## src/rtl/uart_pkg.sv

```systemverilog
// Shared types and helpers for the uart_xcvr transceiver.
package uart_pkg;

  typedef enum logic [1:0] {
    PAR_NONE = 2'd0,
    PAR_EVEN = 2'd1,
    PAR_ODD  = 2'd2
  } parity_e;

  typedef enum logic [2:0] {
    TX_IDLE,
    TX_START,
    TX_DATA,
    TX_PARITY,
    TX_STOP
  } tx_state_e;

  typedef enum logic [2:0] {
    RX_IDLE,
    RX_START,
    RX_DATA,
    RX_PARITY,
    RX_STOP
  } rx_state_e;

  localparam int OVERSAMPLE = 16;

  // Rounded clocks-per-oversample-tick, never below one.
  function automatic int calc_div(input int clk_freq, input int baud);
    int d;
    d = (clk_freq + (baud * OVERSAMPLE) / 2) / (baud * OVERSAMPLE);
    return (d < 1) ? 1 : d;
  endfunction

endpackage

```

## src/rtl/uart_baud_gen.sv

```systemverilog
// Free-running oversample tick generator: one-cycle tick every DIV clocks.
module uart_baud_gen
  import uart_pkg::*;
#(
  parameter int DIV = 27
) (
  input  logic clk,
  input  logic reset,
  output logic tick
);

  localparam int CW = (DIV > 1) ? $clog2(DIV) : 1;
  localparam logic [CW-1:0] LAST = CW'(DIV - 1);

  logic [CW-1:0] cnt;

  always_ff @(posedge clk) begin
    if (reset)
      cnt <= '0;
    else if (cnt == LAST)
      cnt <= '0;
    else
      cnt <= cnt + CW'(1);
  end

  assign tick = (cnt == LAST);

endmodule

```

## src/rtl/uart_xcvr.sv

```systemverilog
// Single-clock UART transceiver with parity, 1/2 stop bits and 16x-oversampled RX.
// Optional macro UART_BREAK_DETECT_EN adds the break_det output.
module uart_xcvr
  import uart_pkg::*;
#(
  parameter int CLK_FREQ    = 50_000_000,
  parameter int BAUD_RATE   = 115_200,
  parameter int DATA_WIDTH  = 8,
  parameter int PARITY_MODE = 1,
  parameter int STOP_BITS   = 1
) (
  input  logic                  clk,
  input  logic                  reset,
  input  logic [DATA_WIDTH-1:0] TxData,
  input  logic                  transmit,
  output logic                  busy,
  output logic                  tx,
  input  logic                  rx,
  output logic [DATA_WIDTH-1:0] RxData,
  output logic                  RxValid,
  output logic                  parity_err,
  output logic                  frame_err
`ifdef UART_BREAK_DETECT_EN
  ,
  output logic                  break_det
`endif
);

  localparam int         DIV       = calc_div(CLK_FREQ, BAUD_RATE);
  localparam logic [3:0] LAST_TICK = 4'(OVERSAMPLE - 1);
  localparam logic [3:0] MID_TICK  = 4'(OVERSAMPLE / 2 - 1);
  localparam logic [3:0] LAST_DBIT = 4'(DATA_WIDTH - 1);
  localparam logic [3:0] LAST_SBIT = 4'(STOP_BITS - 1);
  localparam bit         PAR_EN    = (PARITY_MODE != int'(PAR_NONE));
  localparam bit         PAR_ODD_L = (PARITY_MODE == int'(PAR_ODD));

  function automatic logic parity_bit(input logic [DATA_WIDTH-1:0] d);
    return (^d) ^ PAR_ODD_L;
  endfunction

  logic tick;

  uart_baud_gen #(.DIV(DIV)) u_baud (
    .clk   (clk),
    .reset (reset),
    .tick  (tick)
  );

  // ---------------- transmitter ----------------
  tx_state_e             tx_state, tx_next;
  logic [3:0]            tx_tcnt, tx_bcnt;
  logic [DATA_WIDTH-1:0] tx_shift;
  logic                  tx_par, tx_armed, tx_bit_end, tx_d;

  // START waits for a tick boundary (unarmed) before the start bit begins.
  assign tx_bit_end = tick && (tx_tcnt == LAST_TICK) &&
                      (tx_state != TX_START || tx_armed);
  assign busy = (tx_state != TX_IDLE);

  always_comb begin
    tx_next = tx_state;
    tx_d    = 1'b1;
    case (tx_state)
      TX_IDLE:   if (transmit) tx_next = TX_START;
      TX_START: begin
        tx_d = ~tx_armed;
        if (tx_bit_end) tx_next = TX_DATA;
      end
      TX_DATA: begin
        tx_d = tx_shift[0];
        if (tx_bit_end && tx_bcnt == LAST_DBIT)
          tx_next = PAR_EN ? TX_PARITY : TX_STOP;
      end
      TX_PARITY: begin
        tx_d = tx_par;
        if (tx_bit_end) tx_next = TX_STOP;
      end
      TX_STOP:   if (tx_bit_end && tx_bcnt == LAST_SBIT) tx_next = TX_IDLE;
      default:   tx_next = TX_IDLE;
    endcase
  end

  always_ff @(posedge clk) begin
    if (reset) tx_state <= TX_IDLE;
    else       tx_state <= tx_next;
  end

  always_ff @(posedge clk) begin
    if (reset) begin
      tx_tcnt  <= '0;
      tx_bcnt  <= '0;
      tx_armed <= 1'b0;
      tx       <= 1'b1;
    end else begin
      tx <= tx_d;
      if (tx_state == TX_IDLE) begin
        tx_tcnt  <= '0;
        tx_bcnt  <= '0;
        tx_armed <= 1'b0;
      end else if (tick) begin
        if (tx_state == TX_START && !tx_armed) begin
          tx_armed <= 1'b1;
        end else begin
          tx_tcnt <= tx_tcnt + 4'd1;
          if (tx_bit_end) tx_bcnt <= (tx_next != tx_state) ? 4'd0 : tx_bcnt + 4'd1;
        end
      end
    end
  end

  always_ff @(posedge clk) begin
    if (tx_state == TX_IDLE && transmit) begin
      tx_shift <= TxData;
      tx_par   <= parity_bit(TxData);
    end else if (tx_state == TX_DATA && tx_bit_end) begin
      tx_shift <= tx_shift >> 1;
    end
  end

  // ---------------- receiver: synchroniser p0/p1, edge reference p2 ----------------
  logic rx_sync_p0, rx_sync_p1, rx_sync_p2;
  logic rx_fall;

  always_ff @(posedge clk) begin
    if (reset) begin
      rx_sync_p0 <= 1'b1;
      rx_sync_p1 <= 1'b1;
      rx_sync_p2 <= 1'b1;
    end else begin
      rx_sync_p0 <= rx;
      rx_sync_p1 <= rx_sync_p0;
      rx_sync_p2 <= rx_sync_p1;
    end
  end

  assign rx_fall = rx_sync_p2 & ~rx_sync_p1;

  rx_state_e             rx_state, rx_next;
  logic [3:0]            rx_tcnt, rx_bcnt;
  logic [DATA_WIDTH-1:0] rx_shift;
  logic                  rx_sample, rx_done, rx_par_bad, rx_frm_bad;

  // Start bit is checked at tick 8; every later bit 16 ticks after that.
  assign rx_sample = tick && (rx_tcnt == ((rx_state == RX_START) ? MID_TICK : LAST_TICK));
  assign rx_done   = (rx_state == RX_STOP) && rx_sample && (rx_bcnt == LAST_SBIT);

  always_comb begin
    rx_next = rx_state;
    case (rx_state)
      RX_IDLE:   if (rx_fall) rx_next = RX_START;
      RX_START:  if (rx_sample) rx_next = rx_sync_p1 ? RX_IDLE : RX_DATA;
      RX_DATA:   if (rx_sample && rx_bcnt == LAST_DBIT)
                   rx_next = PAR_EN ? RX_PARITY : RX_STOP;
      RX_PARITY: if (rx_sample) rx_next = RX_STOP;
      RX_STOP:   if (rx_done) rx_next = RX_IDLE;
      default:   rx_next = RX_IDLE;
    endcase
  end

  always_ff @(posedge clk) begin
    if (reset) rx_state <= RX_IDLE;
    else       rx_state <= rx_next;
  end

  always_ff @(posedge clk) begin
    if (reset) begin
      rx_tcnt <= '0;
      rx_bcnt <= '0;
    end else if (rx_state == RX_IDLE) begin
      rx_tcnt <= '0;
      rx_bcnt <= '0;
    end else if (tick) begin
      rx_tcnt <= (rx_state == RX_START && rx_sample) ? 4'd0 : rx_tcnt + 4'd1;
      if (rx_sample) rx_bcnt <= (rx_next != rx_state) ? 4'd0 : rx_bcnt + 4'd1;
    end
  end

  always_ff @(posedge clk) begin
    if (rx_state == RX_IDLE) begin
      rx_par_bad <= 1'b0;
      rx_frm_bad <= 1'b0;
    end else if (rx_sample) begin
      case (rx_state)
        RX_DATA:   rx_shift   <= {rx_sync_p1, rx_shift[DATA_WIDTH-1:1]};
        RX_PARITY: rx_par_bad <= rx_sync_p1 ^ parity_bit(rx_shift);
        RX_STOP:   if (!rx_sync_p1) rx_frm_bad <= 1'b1;
        default: ;
      endcase
    end
  end

  always_ff @(posedge clk) begin
    if (reset) begin
      RxValid    <= 1'b0;
      RxData     <= '0;
      parity_err <= 1'b0;
      frame_err  <= 1'b0;
    end else begin
      RxValid <= rx_done;
      if (rx_done) begin
        RxData     <= rx_shift;
        parity_err <= rx_par_bad;
        frame_err  <= rx_frm_bad | ~rx_sync_p1;
      end
    end
  end

`ifdef UART_BREAK_DETECT_EN
  logic rx_all_zero;
  logic rx_rise;

  assign rx_rise = ~rx_sync_p2 & rx_sync_p1;

  always_ff @(posedge clk) begin
    if (rx_state == RX_IDLE)
      rx_all_zero <= 1'b1;
    else if (rx_sample)
      rx_all_zero <= rx_all_zero & ~rx_sync_p1;
  end

  always_ff @(posedge clk) begin
    if (reset)
      break_det <= 1'b0;
    else if (rx_done && rx_all_zero && !rx_sync_p1)
      break_det <= 1'b1;
    else if (rx_rise)
      break_det <= 1'b0;
  end
`endif

endmodule

```

## config.mk

```make
export PLATFORM = sky130hd
export DESIGN_NAME = uart_xcvr
export DESIGN_NICKNAME = d
export VERILOG_FILES = /design/src/rtl/uart_pkg.sv /design/src/rtl/uart_baud_gen.sv /design/src/rtl/uart_xcvr.sv
export SDC_FILE = /design/constraint.sdc
export NUM_CORES = 1
export LEC_CHECK = 0
export ABC_AREA = 1
export CAP_MARGIN = 20
export CORE_ASPECT_RATIO = 1.25
export CORE_MARGIN = 1
export CORE_UTILIZATION = 50
export DETAILED_ROUTE_END_ITERATION = 7
export GPL_TIMING_DRIVEN = 1
export PLACE_DENSITY = 0.69
export RECOVER_POWER = 25
export SLEW_MARGIN = 40
export SYNTH_ARGS = -nofsm -noshare
export SYNTH_HDL_FRONTEND = slang
export SYNTH_SLANG_ARGS = --single-unit
```

## constraint.sdc

```tcl
create_clock -name clk -period 5.3 [get_ports clk]
set_input_delay 0.795 -clock clk [delete_from_list [all_inputs] [get_ports clk]]
set_output_delay 0.795 -clock clk [all_outputs]
set_load 0.05 [all_outputs]
```

==> results of run 1 <==
layout make-up:
cell class                      count  share of cell area (%)
Tap cell                           64                   2.443
Inverter                           39                   4.542
Sequential cell                    62                   43.05
Clock buffer                       11                   4.008
Clock inverter                      5                   2.252
Multi-Input combinational cell    218                   36.37
Timing Repair Buffer               24                   7.328
registers in the layout (all words and copies together) (netlist names), 3 cells and up:
signal and flops:
u_baud.cnt 5, rx_shift 8, tx_shift 8, rx_bcnt 4, tx_tcnt 4, tx_bcnt 4, tx_state 3, rx_state 3
rx_tcnt 4, RxData 8
cell usage after synthesis (6+ instances only):
library cell,n,share of area [%]
ha_1,8,3.6
edfxtp_1,17,18
dfxtp_1,45,32
nand3_1,7,1.3
a21oi_1,9,1.6
nand2_1,48,6.4
o21ai_0,18,3.2
inv_1,33,4.4
xnor2_1,11,3.4
nand4_1,9,2.0
nand2_2,7,1.6
nor3_1,6,1.1
xor2_1,15,4.7
nor2_1,56,7.5
critical path: stages (launching register included):
cell and delay [ns]:
dfxtp_1 0.34, inv_1 0.06, ha_1 0.14, nand2_1 0.07, nor3_1 0.61, nand3_1 0.47, o21ai_1 0.67
where the power goes:
part	internal [mW]	leakage (nW)	switching [mW]	total, mW
clock	0.262	0.105	0.171	0.433
sequential	0.500	0.523	0.00603	0.506
combinational	0.0260	0.693	0.0357	0.0618
layer usage:
layer,wire [um],vias up
met4,119,0
li1,-,1111
met3,168,11
met2,2234,38
met1,2110,932
met5,0,-
logic make-up after synthesis:
family | count (synthesis) | share of synthesized area (%)
flip-flops | 62 | 50.38
XOR/XNOR | 26 | 8.129
AND/OR/NAND/NOR | 150 | 25.41
adder cells (fa/ha/maj) | 8 | 3.573
buffers and inverters | 44 | 6.029
AO/OA/AOI/OAI | 34 | 6.476
stage by stage:
stage                     instances  power [mW]
after global placement          407      0.5784
final                           423       1.000
after floorplan                 324      0.5583
after global routing            423       1.039
after detailed placement        407      0.5796
after CTS                       423       1.011
cells in the final DEF, fill, tap and decap left out, types with 2 or more instances in the layout:
| cell | synthesis | final |
|---|---|---|
| clkdlybuf4s50_1 | 0 | 22 |
| nand3_2 | 4 | 4 |
| clkinv_1 | 1 | 2 |
| or2_2 | 2 | 2 |
| clkinv_2 | 0 | 2 |
| nor2_1 | 56 | 57 |
| nor3_1 | 6 | 6 |
| bufinv_16 | 0 | 2 |
| inv_2 | 4 | 3 |
| o21ai_0 | 18 | 17 |
| nand2_2 | 7 | 7 |
| ha_1 | 8 | 8 |
| nor2_2 | 3 | 2 |
| clkbuf_1 | 4 | 2 |
| nand2_1 | 48 | 49 |
| nor3b_1 | 3 | 3 |
| nand4_1 | 9 | 9 |
| dlygate4sd3_1 | 0 | 2 |
| clkbuf_8 | 0 | 9 |
| inv_1 | 33 | 34 |
| o21ai_1 | 1 | 2 |
| xor2_1 | 15 | 15 |
| a31oi_1 | 4 | 4 |
| edfxtp_1 | 17 | 17 |
| a21oi_1 | 9 | 9 |
| dfxtp_1 | 45 | 45 |
| and3b_1 | 2 | 2 |
| xnor2_1 | 11 | 11 |
| nand3_1 | 7 | 8 |
worst paths after layout:
path / depth (start not counted) / endpoint / slack, ns
worst min-delay path: 1 / rx_sync_p1$_SDFF_PP1_ / 0.41
worst min register to register: 1 / rx_sync_p1$_SDFF_PP1_ / 0.41
worst max-delay path: 6 / tx_shift[6]$_DFFE_PP_ / 2.56
worst max register to register: 6 / tx_shift[6]$_DFFE_PP_ / 2.56
==> flow_summary.yaml, run 1 <==
timing:
  timing.fmax_mhz: 364.4
  hold_viol: 0
  rsz0062_at_grt: "no"
  finalCriticalPeriod_ns: 2.744
  finalMaxSlewViolations: 0
  fin_ws_ns: 2.556
  setup_viol_count_final: 0
  final.period_utilization_pct: 51.78
  relSlewSlack_pct: 47.04
  timing.hold.ws_ns: 0.4067
  clock_skew_ns: 0.007647
  tns_ns: 0
  tightest_slew_ns: 0.7884
power:
  max-vdd-ir-drop_mv: 0.2061
  cellPowerDensity_mw_per_mm2: 305.1
  p_leak_nw: 1.321
setup_path:
  cp.required_ns: 5.26
  cp_data_arrival_time_ns: 2.71
  critPathLaunch: "u_baud.cnt[0]$_SDFF_PP0_"
  rr_startpoint: "u_baud.cnt[0]$_SDFF_PP0_"
  path_class: "register to register"
  worstPathMaxFanout: 8
  start_kind: "register"
  end_kind: "register"
global_routing:
  grt_pass1_vias: 1861
  antenna_found_initial: 0
  grt_pass1_wl_mm: 7.914
  met2_usage_pct: 29.04
  overflow: 0
  grt_util_met1_pct: 21.44
  grt.total_usage_pct: 18.34
  use_met3_pct: 5.984
  grt_max_degree: 14
  grt_busiest_layer: "met2"
detailed_routing:
  drc: 0
  drt_iter0_drc: 93
  routed_wl_mm: 4.631
  first_pass_iters: 4
  ant_nets: 0
  avgViaCountPerCell: 4.946
  dr_total_vias: 2092
  drt-wirelength-per-cell_um: 10.95
synth:
  syn-cell-area_sq_mm: 0.002801
  synth_edf_count: 17
  synth-seq-area-share_pct: 50.38
  synthFlopType: "dfxtp_1"
  syn-num-nets: 344
  ys_ff_latch: 62
  netlist_instances: 324
  avgSynthCellArea_sq_um: 8.646
  synth-warning-count: 0
  ys_async_sr_fraction_pct: 0
  synth.distinct_cells: 31
clock_tree:
  cts_resized: 0
  cts_buffer_depth: 2
  ctsHoldBuffers: 0
  clkSlewWorstSetupHoldPaths_ns: 0.06
  numCtsBuffers: 9
  clk_latency_ns: 0.33
  cts_setup_buffers: 0
  cts-root-buf: "clkbuf_8"
  htree_levels: 3
  cts_num_sinks: 62
  cts_tree: "done"
floorplanning:
  die-area_sq_mm: 0.005908
  die_y_um: 85.69
  die_w_um: 68.95
  io_pins: 25
  fp-row-count: 30
  coreArea_sq_mm: 0.005405
  start_util_pct: 51.83
layout:
  ff_latch_area_sq_mm: 0.001411
  multi_input_area_sq_mm: 0.001192
  num_antenna_cells: 0
  area_delta_synth_final_pct: 17.02
  final_area_sq_mm: 0.003278
  n_fill_cell: 522
  drive_gt1_share_pct: 9.471
  utilization_pct: 60.65
  fin_nets: 374
worst_hold_path:
  min_from: "rx_sync_p0$_SDFF_PP1_"
  hold_path.class: "register to register"
placed_design:
  dp_slack_ns: 2.951
  hpwl_mm: 3.454
  io_buffer_count: 24
  placed_area_sq_mm: 0.003107
  place.gp.congestion: 0.8765
flow_run:
  maxCapViolCount: 0
outcome:
  status: "completed"
No activity file was read; power rests on OpenSTA's default activity.
==> run 2, diff against run 1 <==
==> constraint.sdc (replaced) <==
create_clock -name clk -period 2.6 [get_ports clk]
set_input_delay 0.39 -clock clk [delete_from_list [all_inputs] [get_ports clk]]
set_output_delay 0.39 -clock clk [all_outputs]
set_load 0.05 [all_outputs]
==> flow_summary.yaml, run 2 (synthesized netlist as in run 1, its figures left out) <==
outcome:
  status: "completed"
setup_path:
  r2r-end: "parity_err$_SDFFE_PP0P_"
  end_kind: "output pin"
  critical_path_buf_inv_count: 3
  r2r_slack_ns: 0.42
  cp_data_arrival_time_ns: 1.96
  rr_startpoint: "u_baud.cnt[0]$_SDFF_PP0_"
  rr_worst_depth: 10
  cp.required_ns: 2.21
  cp_slowest_cell: "clkdlybuf4s50_1"
  crit_family: "buffers and inverters"
  path_class: "register to output pin"
  slowest_delay_ns: 0.71
  worstPathMaxFanout: 4
  cp_cell_sequence: "nor2_1, inv_1, nor2_1, inv_1, clkdlybuf4s50_1"
  start_kind: "register"
clock_tree:
  cts-root-buf: "clkbuf_8"
  cts_num_sinks: 62
  cts_resized: 0
  htree_levels: 3
  cts_buffer_depth: 2
  cts_tree: "done"
  numCtsBuffers: 9
  clk_latency_ns: 0.34
  cts_setup_buffers: 0
  clkSlewWorstSetupHoldPaths_ns: 0.06
  ctsHoldBuffers: 0
global_routing:
  grt.total_usage_pct: 19.06
  antenna_found_initial: 0
  grt_max_degree: 13
  grt_pass1_wl_mm: 8.328
  overflow: 0
  grt_pass1_vias: 1981
timing:
  tns_ns: 0
  setup_viol_count_final: 0
  relSlewSlack_pct: 64.47
  tightest_slew_ns: 0.5288
  clock_skew_ns: 0.007614
  hold_viol: 0
  final.period_utilization_pct: 90.20
  timing.fmax_mhz: 426.4
  finalMaxSlewViolations: 0
  rsz0062_at_grt: "no"
  finalCriticalPeriod_ns: 2.345
layout:
  final_cell_mix: "nor2_1 (57), nand2_1 (48), dfxtp_1 (45)"
  n_fill_cell: 494
  area_delta_synth_final_pct: 17.69
  num_antenna_cells: 0
  largestRegisters: "RxData: 8 flops, rx_shift: 8 flops, tx_shift: 8 flops"
  fin_nets: 378
  final_common_cell: "nor2_1"
  drive_gt1_share_pct: 10.47
floorplanning:
  io_pins: 25
  start_util_pct: 51.83
  die-area_sq_mm: 0.005908
  fp-row-count: 30
  die_w_um: 68.95
  die_y_um: 85.69
  coreArea_sq_mm: 0.005405
flow_run:
  maxCapViolCount: 0
power:
  max-vdd-ir-drop_mv: 0.3454
  p_total_mw: 2.001
  p_leak_nw: 1.346
  cellPowerDensity_mw_per_mm2: 607.0
detailed_routing:
  drt-wirelength-per-cell_um: 11.52
  first_pass_iters: 4
  drc: 0
  routed_wl_mm: 4.918
  dr_total_vias: 2103
  drt_iter0_drc: 116
  avgViaCountPerCell: 4.925
  ant_nets: 0
placed_design:
  place.gp.congestion: 0.8817
  io_buffer_count: 24
  hpwl_mm: 3.581
worst_hold_path:
  hold_path.class: "register to register"
  min_from: "rx_sync_p0$_SDFF_PP1_"
  hold_path_end: "rx_sync_p1$_SDFF_PP1_"
  holdPathStages: 1
-- run 2: final cells by class --
class	count	area [sq um]	area share (%)
clock buffer	11	151.4	4.592
multi-input combinational	218	1195	36.24
inverter	39	148.9	4.516
timing repair buffer	28	262.8	7.970
sequential	62	1411	42.81
clock inverter	5	47.55	1.442
tap	64	80.08	2.429
-- run 2: report_power, final --
part / total (mW) / leakage [nW] / switching [mW] / internal [mW]
sequential: 1.03 / 0.523 / 0.0114 / 1.02
combinational: 0.130 / 0.719 / 0.0751 / 0.0549
clock: 0.842 / 0.104 / 0.357 / 0.485
-- run 2: through the flow --
step	hold WS (ns)	instance area (sq um)	util [%]	worst slack, ns	instances
after detailed placement	0.3976	3132	57.94	0.5404	411
after global placement	0.3959	3132	57.94	0.6132	411
after floorplan	0.3895	2801	-	0.5321	324
after CTS	0.4130	3331	61.62	0.2545	427
after global routing	0.4252	3297	61.00	0.1311	427
final	0.4099	3297	61.00	0.2549	427
-- run 2: worst reg2reg max path: cells and delay by family, from the launching register on --
family | cells | cell delay, ns
compound gates | 2 | 0.24
fa+ha+maj | 1 | 0.13
simple gates | 4 | 0.92
buf+inv | 3 | 0.49
flops | 1 | 0.33
-- run 2: metal layers --
layer / GRT usage [%] / routed length [um] / vias to the layer above
met3: 5.585 / 203 / 8
met4: 10.02 / 93 / 0
met5: 0 / 0 / -
li1: - / - / 1104
met1: 23.71 / 2251 / 944
met2: 29.21 / 2370 / 47
-- run 2: worst max path at each step --
stage / slack [ns] / start / cells after the start / endpoint
after floorplan: 0.53 / u_baud.cnt[0]$_SDFF_PP0_ / 6 / tx_shift[0]$_DFFE_PP_
after global placement: 0.61 / u_baud.cnt[0]$_SDFF_PP0_ / 10 / parity_err$_SDFFE_PP0P_
after detailed placement: 0.54 / u_baud.cnt[0]$_SDFF_PP0_ / 10 / parity_err$_SDFFE_PP0P_
after CTS: 0.25 / tx_state[1]$_SDFF_PP0_ / 5 / busy
after global routing: 0.13 / tx_state[0]$_SDFF_PP0_ / 5 / busy
final: 0.25 / tx_state[1]$_SDFF_PP0_ / 5 / busy
